## src/rtl/vend_pkg.sv

```systemverilog
// Shared definitions for the vending dispense stage.
// Contents: FSM state encoding, coin values in 5-cent units, coin_sel encodings,
// and a helper that maps a coin_sel value to its value in 5-cent units.
package vend_pkg;

  typedef enum logic [2:0] {
    StIdle  = 3'd0,
    StVend  = 3'd1,
    StCoin  = 3'd2,
    StGap   = 3'd3,
    StClear = 3'd4,
    StHold  = 3'd5,
    StFault = 3'd6
  } state_e;

  // Coin values in 5-cent units, matching the upstream counter's "out".
  localparam int unsigned C5  = 1;
  localparam int unsigned C10 = 2;

  localparam logic COIN_SEL_5  = 1'b0;
  localparam logic COIN_SEL_10 = 1'b1;

  function automatic int unsigned coin_value(input logic sel);
    return (sel == COIN_SEL_10) ? C10 : C5;
  endfunction

endpackage

```

## src/rtl/vend_hs_timer.sv

```systemverilog
// Handshake timeout counter, shared by the product and coin handshakes.
// Ports:
//   clk     rising-edge clock
//   reset   synchronous active-low reset
//   start   clear the count (asserted on the edge that enters a handshake)
//   run     a request is currently high
//   ack     acknowledge for the request currently high
//   expire  count has reached ACK_TIMEOUT-1 while running
module vend_hs_timer #(
  parameter int unsigned TO_W        = 4,
  parameter int unsigned ACK_TIMEOUT = 12
) (
  input  logic clk,
  input  logic reset,
  input  logic start,
  input  logic run,
  input  logic ack,
  output logic expire
);

  logic [TO_W-1:0] cnt_q, cnt_d;

  assign expire = run && (cnt_q == TO_W'(ACK_TIMEOUT - 1));

  always_comb begin
    cnt_d = cnt_q;
    if (start) begin
      cnt_d = '0;
    end else if (run && !ack && !expire) begin
      cnt_d = cnt_q + 1'b1;
    end
  end

  always_ff @(posedge clk) begin
    if (!reset) begin
      cnt_q <= '0;
    end else begin
      cnt_q <= cnt_d;
    end
  end

endmodule

```

## src/rtl/vend_dispense.sv

```systemverilog
// Dispense sequencer downstream of the money-accumulating counter.
// On end_i it releases the product (vend_req/vend_ack), ejects change largest
// coin first (coin_req/coin_sel/coin_ack) with at least one idle cycle between
// coins, pulses counter_clr once, then waits for end_i to drop. A handshake
// left unacknowledged for ACK_TIMEOUT cycles parks the block in a sticky fault.
// Ports:
//   clk, reset            clock, synchronous active-low reset
//   end_i, ch_i           counter End and change-owed flags (sampled in idle)
//   change_amt            change owed in 5-cent units (sampled in idle)
//   vend_ack, coin_ack    mechanism acknowledges
//   vend_req, coin_req    held requests; coin_sel: 0 = 5-cent, 1 = 10-cent
//   counter_clr           one-cycle clear pulse to the counter
//   busy, fault           not-idle indicator, sticky timeout flag
module vend_dispense
  import vend_pkg::*;
#(
  parameter int unsigned CHG_W       = 2,
  parameter int unsigned TO_W        = 4,
  parameter int unsigned ACK_TIMEOUT = 12
) (
  input  logic             clk,
  input  logic             reset,
  input  logic             end_i,
  input  logic             ch_i,
  input  logic [CHG_W-1:0] change_amt,
  input  logic             vend_ack,
  input  logic             coin_ack,
  output logic             vend_req,
  output logic             coin_req,
  output logic             coin_sel,
  output logic             counter_clr,
  output logic             busy,
  output logic             fault
);

  state_e           state_q, state_d;
  logic [CHG_W-1:0] rem_q, rem_d;

  logic vend_req_q, vend_req_d;
  logic coin_req_q, coin_req_d;
  logic coin_sel_q, coin_sel_d;
  logic clr_q, clr_d;
  logic busy_q, busy_d;
  logic fault_q, fault_d;

  logic tmr_start, tmr_run, tmr_ack, tmr_expire;

  // One timer serves both handshakes; it restarts on every entry to VEND/COIN.
  assign tmr_run   = (state_q == StVend) || (state_q == StCoin);
  assign tmr_ack   = (state_q == StVend) ? vend_ack : coin_ack;
  assign tmr_start = (state_d != state_q) && ((state_d == StVend) || (state_d == StCoin));

  vend_hs_timer #(
    .TO_W        (TO_W),
    .ACK_TIMEOUT (ACK_TIMEOUT)
  ) u_timer (
    .clk    (clk),
    .reset  (reset),
    .start  (tmr_start),
    .run    (tmr_run),
    .ack    (tmr_ack),
    .expire (tmr_expire)
  );

  always_comb begin
    state_d = state_q;
    rem_d   = rem_q;
    unique case (state_q)
      StIdle: begin
        if (end_i) begin
          rem_d   = ch_i ? change_amt : '0;
          state_d = StVend;
        end
      end
      StVend: begin
        // Ack beats a same-cycle timeout expiry.
        if (vend_ack) begin
          state_d = (rem_q != '0) ? StCoin : StClear;
        end else if (tmr_expire) begin
          state_d = StFault;
        end
      end
      StCoin: begin
        if (coin_ack) begin
          rem_d   = rem_q - CHG_W'(coin_value(coin_sel_q));
          state_d = StGap;
        end else if (tmr_expire) begin
          state_d = StFault;
        end
      end
      StGap: begin
        state_d = (rem_q != '0) ? StCoin : StClear;
      end
      StClear: begin
        state_d = StHold;
      end
      StHold: begin
        // A stale end_i must fall before another vend can start.
        if (!end_i) begin
          state_d = StIdle;
        end
      end
      StFault: begin
        state_d = StFault;
      end
      default: begin
        state_d = StIdle;
      end
    endcase
  end

  // Outputs are registered images of the next state; rem only changes on a coin
  // ack edge, which also leaves COIN, so coin_sel is stable while coin_req is high.
  always_comb begin
    vend_req_d = (state_d == StVend);
    coin_req_d = (state_d == StCoin);
    coin_sel_d = ((state_d == StCoin) && (rem_d >= CHG_W'(C10))) ? COIN_SEL_10 : COIN_SEL_5;
    clr_d      = (state_d == StClear);
    busy_d     = (state_d != StIdle);
    fault_d    = (state_d == StFault);
  end

  always_ff @(posedge clk) begin
    if (!reset) begin
      state_q    <= StIdle;
      rem_q      <= '0;
      vend_req_q <= 1'b0;
      coin_req_q <= 1'b0;
      coin_sel_q <= 1'b0;
      clr_q      <= 1'b0;
      busy_q     <= 1'b0;
      fault_q    <= 1'b0;
    end else begin
      state_q    <= state_d;
      rem_q      <= rem_d;
      vend_req_q <= vend_req_d;
      coin_req_q <= coin_req_d;
      coin_sel_q <= coin_sel_d;
      clr_q      <= clr_d;
      busy_q     <= busy_d;
      fault_q    <= fault_d;
    end
  end

  assign vend_req    = vend_req_q;
  assign coin_req    = coin_req_q;
  assign coin_sel    = coin_sel_q;
  assign counter_clr = clr_q;
  assign busy        = busy_q;
  assign fault       = fault_q;

endmodule

```

## config.mk

```make
export PLATFORM = sky130hd
export DESIGN_NAME = vend_dispense
export DESIGN_NICKNAME = d
export VERILOG_FILES = /design/src/rtl/vend_pkg.sv /design/src/rtl/vend_hs_timer.sv /design/src/rtl/vend_dispense.sv
export SDC_FILE = /design/constraint.sdc
export NUM_CORES = 1
export LEC_CHECK = 0
export CAP_MARGIN = 20
export CORE_UTILIZATION = 47
export DETAILED_ROUTE_END_ITERATION = 6
export HOLD_SLACK_MARGIN = 0.06
export PLACE_DENSITY_LB_ADDON = 0.1
export SLEW_MARGIN = 0
export SYNTH_ARGS = -nofsm -noshare
export SYNTH_HDL_FRONTEND = slang
export SYNTH_SLANG_ARGS = --single-unit
```

## constraint.sdc

```tcl
create_clock -name clk -period 1.7 [get_ports clk]
set_clock_uncertainty 0.2 [all_clocks]
set_input_delay 0.34 -clock clk [delete_from_list [all_inputs] [get_ports clk]]
set_output_delay 0.34 -clock clk [all_outputs]
set_load 0.005 [all_outputs]
```

==> flow_summary_export.csv <==
group,metric,value,unit
outcome,status,"finished, violations left",
outcome,violations,"negative setup slack",
synthesis,synth_warnings,0,
pwr,power.density,771,nW/um2
synthesis,synth_top_family_by_area,"simple AND/OR/NAND/NOR gates",
synthesis,synth_ff_type,"dfxtp_1",
critical_path,end_kind,"flip-flop",
critical_path,crit_chain,"ha_4 -> and3b_2 -> or4_4 -> a31oi_4 -> nor4b_4 -> nor2_1",
critical_path,worstPathArrival,1830,ps
timing,maxSlewHeadroom,0.701,
die,initial_core_util,0.520,
hold_path,hold_depth,2,
die,core_area,1780,um2
critical_path,max_stage_delay,440,ps
synthesis,synthMuxAreaShare,0.0108,
synthesis,synth-compound-area-share,0.202,
placed_design,place.gp.congestion,0.801,
drt,ant_nets,0,
synthesis,avgSynthCellArea,9.27,um2
timing,fin_crit_sh,1.06,
die,die-area,2150,um2
drt,drc,0,
critical_path,critPathMaxFanout,5,
synthesis,synth_area_leaders,"dfxtp_1 32%, nor2_1 5.7%, nor4b_4 5.1%, xor2_1 2.8%, ha_1 2.7%",
timing,fin_crit,1810,ps
synthesis,post-synth-top-count-cell,"dfxtp_1",
synthesis,synthTopCellsByCount,"15 x dfxtp_1, 14 x nor2_1, 5 x inv_1",
die,ioPinCount,14,
timing,setup_viol_count_final,9,
drt,dr.pass1.iters,4,
placed_design,postPlaceCellArea,1270,um2
clock_network,cts-hold-fix-buffers,0,
synthesis,synthAdderAreaFrac,0.0270,
synthesis,synth_edf_count,0,
timing,rsz0062_at_grt,"yes",
synthesis,yosysTopAreaCellShare,0.324,
pwr,total_power,1.07,mW
drt,via_count,875,
synthesis,synth_xor_area_frac,0.0472,
drt,wl_per_cell,14.0,um
timing,setup_slack,-109,ps
clock_network,htree_levels,1,
die,die_w,46.4,um
clock_network,clock_latency,280,ps
critical_path,r2r_slack,-110,ps
hold_path,min_to,"u_timer.cnt_q[3]",
placed_design,pre_cts_ws,-544,ps
critical_path,crit_buf_inv,0,
hold_path,worstHoldPathType,"reg2reg",
timing,max_freq,0.553,GHz
timing,slew_violations,0,
timing,tightest_slew,442,ps
clock_network,clk_pin_slew_worst_paths,90,ps
cells_and_area,area_delta_synth_final,50.2,%
hold_path,min_from,"u_timer.cnt_q[3]",
die,num_rows,15,
pwr,max-vdd-ir-drop,0.000647,V
clock_network,clkSinkCount,15,
critical_path,critical_path.top_delay_family,"simple AND/OR/NAND/NOR gates",
grt,gr-usage-all-layers,0.249,
drt,via_per_inst,5.30,
cells_and_area,drive_gt1_frac,0.436,
clock_network,clockBufferDepth,2,
synthesis,synth_area,927,um2
grt,grt_first_pass_wirelength,3880,um
cells_and_area,antenna_cells,0,
synthesis,synth-simple-area-share,0.325,
cells_and_area,nets,151,
pwr,leakagePower,0.579,nW
synthesis,async_reset_ff_frac,0,
flow_run,max_cap_viol_count,0,
synthesis,yosys.area.top_type,"dfxtp_1",
grt,grt_max_degree,13,
timing,hold_viol,0,
synthesis,synthCells,100,
grt,grt_pass1_vias,901,
drt,drt_wl_total,2300,um
grt,grt-ovfl-total,0,
synthesis,yosysUniqueCellTypes,49,
clock_network,cts_buffers,3,
synthesis,synth_fp_nets,110,
clock_network,tritoncts,"done",
die,dieHeight,46.4,um
critical_path,required,1720,ps
critical_path,critPathKind,"reg2reg",
placed_design,portBuffers,13,
critical_path,slowest_stage,"or4_4",
clock_network,cts_root_buffer,"clkbuf_4",
critical_path,worstSetupStartpointType,"flip-flop",
placed_design,dp_hpwl,1700,um
cells_and_area,final_area,1390,um2
synthesis,ys_seq_area_frac,0.324,
critical_path,worstReg2RegStart,"u_timer.cnt_q[0]",
synthesis,ys_seq_elements,15,
drt,drt_iter0_markers,4,
critical_path,reg2reg_to,"u_timer.cnt_q[2]",
critical_path,rr_worst_depth,6,
grt,antenna_found_initial,0,
worst max path at each step:
| stage | depth (start not counted) | end | slack (ps) | startpoint |
|---|---|---|---|---|
| floorplan | 6 | u_timer.cnt_q[0] | -30 | u_timer.cnt_q[0] |
| global placement | 8 | u_timer.cnt_q[0] | -510 | vend_ack |
| detailed placement | 6 | u_timer.cnt_q[2] | -540 | vend_ack |
| CTS | 6 | u_timer.cnt_q[2] | -140 | u_timer.cnt_q[0] |
| global route | 8 | u_timer.cnt_q[0] | -190 | u_timer.cnt_q[0] |
| finish | 6 | u_timer.cnt_q[2] | -110 | u_timer.cnt_q[0] |
cell families (layout without fill, tap and decap cells):
family                   Yosys count  in the layout
multiplexers                       1              1
adder cells (fa/ha/maj)            2              2
AND/OR/NAND/NOR                   43             43
buffers and inverters             11             51
AO/OA/AOI/OAI                     23             23
flip-flops                        15             15
XOR/XNOR                           5              5
layer usage:
metal,track usage,vias to the layer above,wire [um]
met2,0.442,20,1170
met3,0.0392,4,89
met4,0.0529,0,15
met5,0,-,0
li1,-,438,-
met1,0.311,413,1030
what timing repair did:
| action | CTS | global route |
|---|---|---|
| endpoints found under the setup margin | 13 | 11 |
| gates cloned | 0 | 0 |
| pin swaps | 7 | 6 |
| gates resized for setup | 16 | 9 |
| buffers inserted | 0 | 1 |
layout by cell type (no fill, tap or decap), types with 2 or more instances in the layout:
cell             Yosys  layout
dfxtp_2              0       2
nand2_1              3       3
or4_4                1       2
a21oi_1              3       3
nor4b_1              2       2
xnor2_1              2       2
clkdlybuf4s50_1      0       9
buf_6                2       2
clkbuf_4             0       3
inv_1                5       5
dfxtp_4              0       3
nor4b_4              2       3
nand2b_1             2       2
and2_1               3       3
buf_4                0      24
nor2_1              14      14
dfxtp_1             15      10
o21ai_0              2       2
dlygate4sd2_1        0       4
nor2_2               2       2
xor2_1               3       3
worst min-delay path, stage by stage, from the launching register on:
cell and delay [ps]:
dfxtp_1 350, xnor2_1 70, nor2_1 90
per-stage QoR:
stage	util	cells	hold slack, ps	setup TNS (ps)
6_report	0.781	165	337	-594
5_1_grt	0.781	165	384	-1390
4_1_cts	0.753	164	342	-564
3_5_place_dp	0.714	160	302	-5660
3_3_place_gp	0.714	160	297	-5420
2_1_floorplan	-	100	277	-96.6
power breakdown:
group          total (mW)  switching [mW]  internal, mW  leakage (nW)
Sequential          0.423          0.0369         0.386         0.125
Clock               0.201           0.114        0.0872        0.0177
Combinational       0.449           0.204         0.245         0.436
registers in the layout, indices dropped and copies added (netlist names):
signal,flops
u_timer.cnt_q,4
rem_q,2
vend_req,1
counter_clr,1
busy,1
state_q,3
coin_req,1
fault,1
coin_sel,1
final cells by class:
type                    instances  area [um2]
fillers                       118         390
clock inverters                 1        5.00
multi-input cells              74         643
flip-flops and latches         15         314
repair buffers                 40         348
well taps                      25        31.3
clock buffers                   3        22.5
inverters                       7        28.8
Note: power is estimated with default switching activity, not from simulation.
